## src/rtl/instr_fetch_unit_pkg.sv

```systemverilog
// Shared definitions for the Yu Core instruction fetch stage.
package instr_fetch_unit_pkg;

    typedef enum logic [2:0] {
        StIdle  = 3'd0,
        StReq   = 3'd1,
        StWait  = 3'd2,
        StHold  = 3'd3,
        StError = 3'd4
    } fetch_state_e;

    // addi x0, x0, 0
    localparam logic [31:0] NopInstr       = 32'h0000_0013;
    localparam logic [31:0] ResetPcDefault = 32'h0000_0000;

endpackage

```

## src/rtl/instr_fetch_unit_pc_next.sv

```systemverilog
// Next-PC arithmetic: sequential and branch targets plus word-alignment check.
module instr_fetch_unit_pc_next #(
    parameter int unsigned XLEN = 32
) (
    input  logic [XLEN-1:0] i_pc,
    input  logic [XLEN-1:0] i_imm_ext,
    input  logic            i_pc_src,
    output logic [XLEN-1:0] o_pc_plus4,
    output logic [XLEN-1:0] o_target,
    output logic            o_misaligned
);

    logic [XLEN-1:0] w_branch_target;

    // Both adds wrap modulo 2^XLEN; wrapping to 0 is a legal aligned target.
    assign o_pc_plus4      = i_pc + XLEN'(4);
    assign w_branch_target = i_pc + i_imm_ext;
    assign o_target        = i_pc_src ? w_branch_target : o_pc_plus4;
    assign o_misaligned    = |o_target[1:0];

endmodule

```

## src/rtl/instr_fetch_unit.sv

```systemverilog
// Stallable fetch front end: owns the PC, handshakes with instruction memory,
// and holds each fetched word for the core until it is retired.
module instr_fetch_unit
    import instr_fetch_unit_pkg::*;
#(
    parameter int unsigned     XLEN     = 32,
    parameter logic [XLEN-1:0] RESET_PC = XLEN'(ResetPcDefault)
) (
    input  logic            clk,
    input  logic            resetN,
    output logic            imemReq,
    output logic [XLEN-1:0] imemAddr,
    input  logic            imemReady,
    input  logic            imemValid,
    input  logic [XLEN-1:0] imemRdata,
    output logic            instrValid,
    input  logic            instrReady,
    input  logic            PCSrc,
    input  logic [XLEN-1:0] immExt,
    output logic [XLEN-1:0] instr,
    output logic [6:0]      opcode,
    output logic [2:0]      funct3,
    output logic            funct7,
    output logic [XLEN-1:0] pc,
    output logic [XLEN-1:0] pcPlus4,
    output logic            fetchErr
);

    fetch_state_e    r_state;
    fetch_state_e    w_state_next;
    logic [XLEN-1:0] r_pc;
    logic [XLEN-1:0] r_instr;
    logic [XLEN-1:0] w_target;
    logic            w_misaligned;
    logic            w_capture;
    logic            w_pc_load;

    instr_fetch_unit_pc_next #(
        .XLEN (XLEN)
    ) u_pc_next (
        .i_pc         (r_pc),
        .i_imm_ext    (immExt),
        .i_pc_src     (PCSrc),
        .o_pc_plus4   (pcPlus4),
        .o_target     (w_target),
        .o_misaligned (w_misaligned)
    );

    always_comb begin
        w_state_next = r_state;
        w_capture    = 1'b0;
        w_pc_load    = 1'b0;
        unique case (r_state)
            StIdle: w_state_next = StReq;
            StReq: begin
                if (imemReady) begin
                    if (imemValid) begin
                        w_capture    = 1'b1;
                        w_state_next = StHold;
                    end else begin
                        w_state_next = StWait;
                    end
                end
            end
            StWait: begin
                if (imemValid) begin
                    w_capture    = 1'b1;
                    w_state_next = StHold;
                end
            end
            StHold: begin
                if (instrReady) begin
                    if (w_misaligned) begin
                        w_state_next = StError;
                    end else begin
                        w_pc_load    = 1'b1;
                        w_state_next = StReq;
                    end
                end
            end
            StError: w_state_next = StError;
            default: w_state_next = StIdle;
        endcase
    end

    always_ff @(posedge clk or negedge resetN) begin
        if (!resetN) begin
            r_state <= StIdle;
            r_pc    <= RESET_PC;
            r_instr <= XLEN'(NopInstr);
        end else begin
            r_state <= w_state_next;
            if (w_capture) begin
                r_instr <= imemRdata;
            end
            if (w_pc_load) begin
                r_pc <= w_target;
            end
        end
    end

    // Handshake outputs come straight from the state register: no input-to-output paths.
    assign imemReq    = (r_state == StReq);
    assign instrValid = (r_state == StHold);
    assign fetchErr   = (r_state == StError);
    assign imemAddr   = r_pc;
    assign pc         = r_pc;
    assign instr      = r_instr;
    assign opcode     = r_instr[6:0];
    assign funct3     = r_instr[14:12];
    assign funct7     = r_instr[30];

endmodule

```

## config.mk

```make
export PLATFORM = sky130hd
export DESIGN_NAME = instr_fetch_unit
export DESIGN_NICKNAME = d
export VERILOG_FILES = /design/src/rtl/instr_fetch_unit_pkg.sv /design/src/rtl/instr_fetch_unit_pc_next.sv /design/src/rtl/instr_fetch_unit.sv
export SDC_FILE = /design/constraint.sdc
export NUM_CORES = 1
export LEC_CHECK = 0
export CELL_PAD_IN_SITES_DETAIL_PLACEMENT = 0
export CELL_PAD_IN_SITES_GLOBAL_PLACEMENT = 1
export CORE_AREA = 2 2 100 199
export CTS_CLUSTER_DIAMETER = 100
export DETAILED_ROUTE_END_ITERATION = 6
export DIE_AREA = 0 0 102 201
export GPL_ROUTABILITY_DRIVEN = 0
export HOLD_SLACK_MARGIN = 0.08
export PLACE_DENSITY_LB_ADDON = 0.1
export SYNTH_ARGS = -nofsm -noshare
export SYNTH_HDL_FRONTEND = slang
export SYNTH_HIERARCHICAL = 1
export SYNTH_SLANG_ARGS = --single-unit
```

## constraint.sdc

```tcl
create_clock -name clk -period 3.1 [get_ports clk]
set_input_delay 0.62 -clock clk [delete_from_list [all_inputs] [get_ports clk]]
set_output_delay 0.62 -clock clk [all_outputs]
set_load 0.1 [all_outputs]
```

==> results_dict.tcl <==
set metrics [dict create \
    timing.hold.ws_ns 0.279 \
    skew_ns 0.00854 \
    slew_violations 0 \
    vias_per_cell 5.21 \
    antenna_found_initial 0 \
    setup_viol 0 \
    period_share_pct 98.4 \
    drv_cap 0 \
    track_usage_pct 21.2 \
    fp.dieArea_um2 20500 \
    wire_per_inst_um 17.2 \
    first_pass_iters 4 \
    grt_overflow 0 \
    synth_cell_types 65 \
    critPathSlowestCell "dfrtp_4" \
    core_um2 19100 \
    rsz0062_at_grt "yes" \
    fp.dieW_um 102 \
    period_needed_ns 3.05 \
    hold_violations 0 \
    cp_num_buf_inv 1 \
    path_clk_slew_ns 0.06 \
    postSynthAreaPerCell_um2 8.38 \
    dp.cells 1228 \
    clock_sinks 67 \
    pin_count 212 \
    drive_gt1_share_pct 36.4 \
    startpoint_type "flip-flop" \
    final.setup.tns_ns 0 \
    cts-root-buf "clkbuf_16" \
    syn_area_um2 6550 \
    tightest_slew_ns 0.786 \
    portBuffers 211 \
    ys_ff_latch 67 \
    cts_buffer_depth 2 \
    area_growth_pct 50.3 \
    slew_headroom_pct 47.6 \
    drtIter0Drc 185 \
    synth_fp_nets 885 \
    hold_class "primary input to asynchronous set/reset pin" \
    cp_top_family "simple AND/OR/NAND/NOR gates" \
    worstSetupPathType "flip-flop to primary output" \
    ant_nets 0 \
    synth_ff_type "dfrtp_1" \
    vias 6528 \
    critPathMaxStageDelay_ns 0.47 \
    rows 72 \
    die_y_um 201 \
    fillers 1851 \
    ys_seq_area_share_pct 25.6 \
    endpoint_kind "primary output" \
    status "finished, final reports clean" \
    setup_slack_ns 0.0487 \
    layoutNonFillerInstCount 1253 \
    syn_inst 782 \
    required_ns 2.48 \
    clk_latency_ns 0.35 \
    cts_tree "yes" \
    start_util_pct 34.3 \
    grt_max_degree 63 \
    cts.htree.levels 3 \
    cp_max_fo 7 \
    ys_warn_count 6 \
    fin_nets 1092 \
    synth-edff-count 0 \
    cts_buffers 9 \
    drc_errors 0 \
    drt_wl_total_um 21500 \
    postCtsHoldBufs 0 \
    place_ws_ns -0.381 \
    arrival_ns 2.43 \
    crit_path_cell_trace "and4_4, and3_4, and4_4, and3_4, nand4_1, xnor2_4, buf_12" \
    max_freq_ghz 0.328 \
    insertedDiodeCount 0 \
    async_flop_share_pct 100 \
    dp_hpwl_um 15600 \
    grt_pass1_wl_um 34500 \
    grt_pass1_vias 6599 \
]
## cell usage in the layout (no fill, tap or decap), types with 21 or more instances in the layout
master and count:
clkdlybuf4s50_1 67, ha_1 30, buf_12 28, a221oi_1 33, o21ai_0 21, nand2_1 41
a21oi_1 55, buf_4 197, nand2b_1 65, dfrtp_1 39, nor2_1 79, mux2_4 30
o22ai_1 65
## cells in the mapped netlist (all sizes together) (8+ instances only)
cell type / instances / area, um^2
nand2: 42 / 165
a221oi: 33 / 289
dfrtp: 64 / 1600
nand2b: 66 / 413
buf: 71 / 493
a21oi: 58 / 294
xor2: 19 / 166
nor2: 80 / 300
o22ai: 65 / 407
o21ai: 26 / 130
nand4: 11 / 68.8
and3: 13 / 96.3
clkbuf: 26 / 97.6
inv: 9 / 33.8
nand3: 19 / 100
ha: 32 / 400
xnor2: 35 / 314
nor3: 8 / 50.1
mux2: 35 / 507
## final timing paths
path                       slack [ns]      endpoint    startpoint  cells past startpoint
max in group asynchronous        2.08      instr[1]        resetN                      2
setup reg to reg                 0.28  imemAddr[23]   imemAddr[8]                     10
min in group clk                 0.62      instr[0]      instr[0]                      2
hold / removal                   0.28   imemAddr[7]        resetN                      1
setup / recovery                 0.05   pcPlus4[31]  imemAddr[13]                      7
hold reg to reg                  0.62      instr[0]      instr[0]                      2
## registers in the layout, indices dropped and copies added, names as in the netlist
| register | flops |
|---|---|
| imemAddr | 32 |
| instr | 32 |
| r_state | 3 |
## layout make-up
class / count / area (um^2) / share of cell area [%]
sequential: 67 / 1740 / 17.7
timing repair buffer: 293 / 2720 / 27.6
multi-input combinational: 608 / 4690 / 47.6
tap: 259 / 324 / 3.29
inverter: 10 / 37.5 / 0.381
clock buffer: 12 / 246 / 2.50
clock inverter: 4 / 97.6 / 0.991
## what timing repair did
item / 4_1_cts / 5_1_grt
buffers inserted: 2 / 7
pin swaps: 1 / 10
gates resized for setup: 2 / 12
gates cloned: 0 / 0
endpoints found under the setup margin: 8 / 15
## routing by layer
metal	part of all wire, %	track usage, %
met4	2.1	7.38
met5	0	0
met3	3.8	2.51
met1	46	28.6
met2	48	34.6
## cells by family after synthesis
kind of cell	Yosys count	share of synthesized area (%)
xor gates and xnor gates	54	7.33
muxes	36	7.89
adders and majority gates	33	6.42
and+or+nand+nor	262	21.0
DFF	67	25.6
AOI/OAI and AO/OA	223	22.2
buffers and inverters	107	9.59
## stage by stage
stage | utilization [%] | area [um^2]
detailed placement | 49.1 | 9380
finish | 51.6 | 9850
global route | 51.6 | 9850
floorplan | - | 6990
global placement | 49.1 | 9380
CTS | 51.0 | 9740
Power is left out: the tool's default activity adds up to more than one toggle a clock period on the data nets, which glitch-free logic cannot reach.
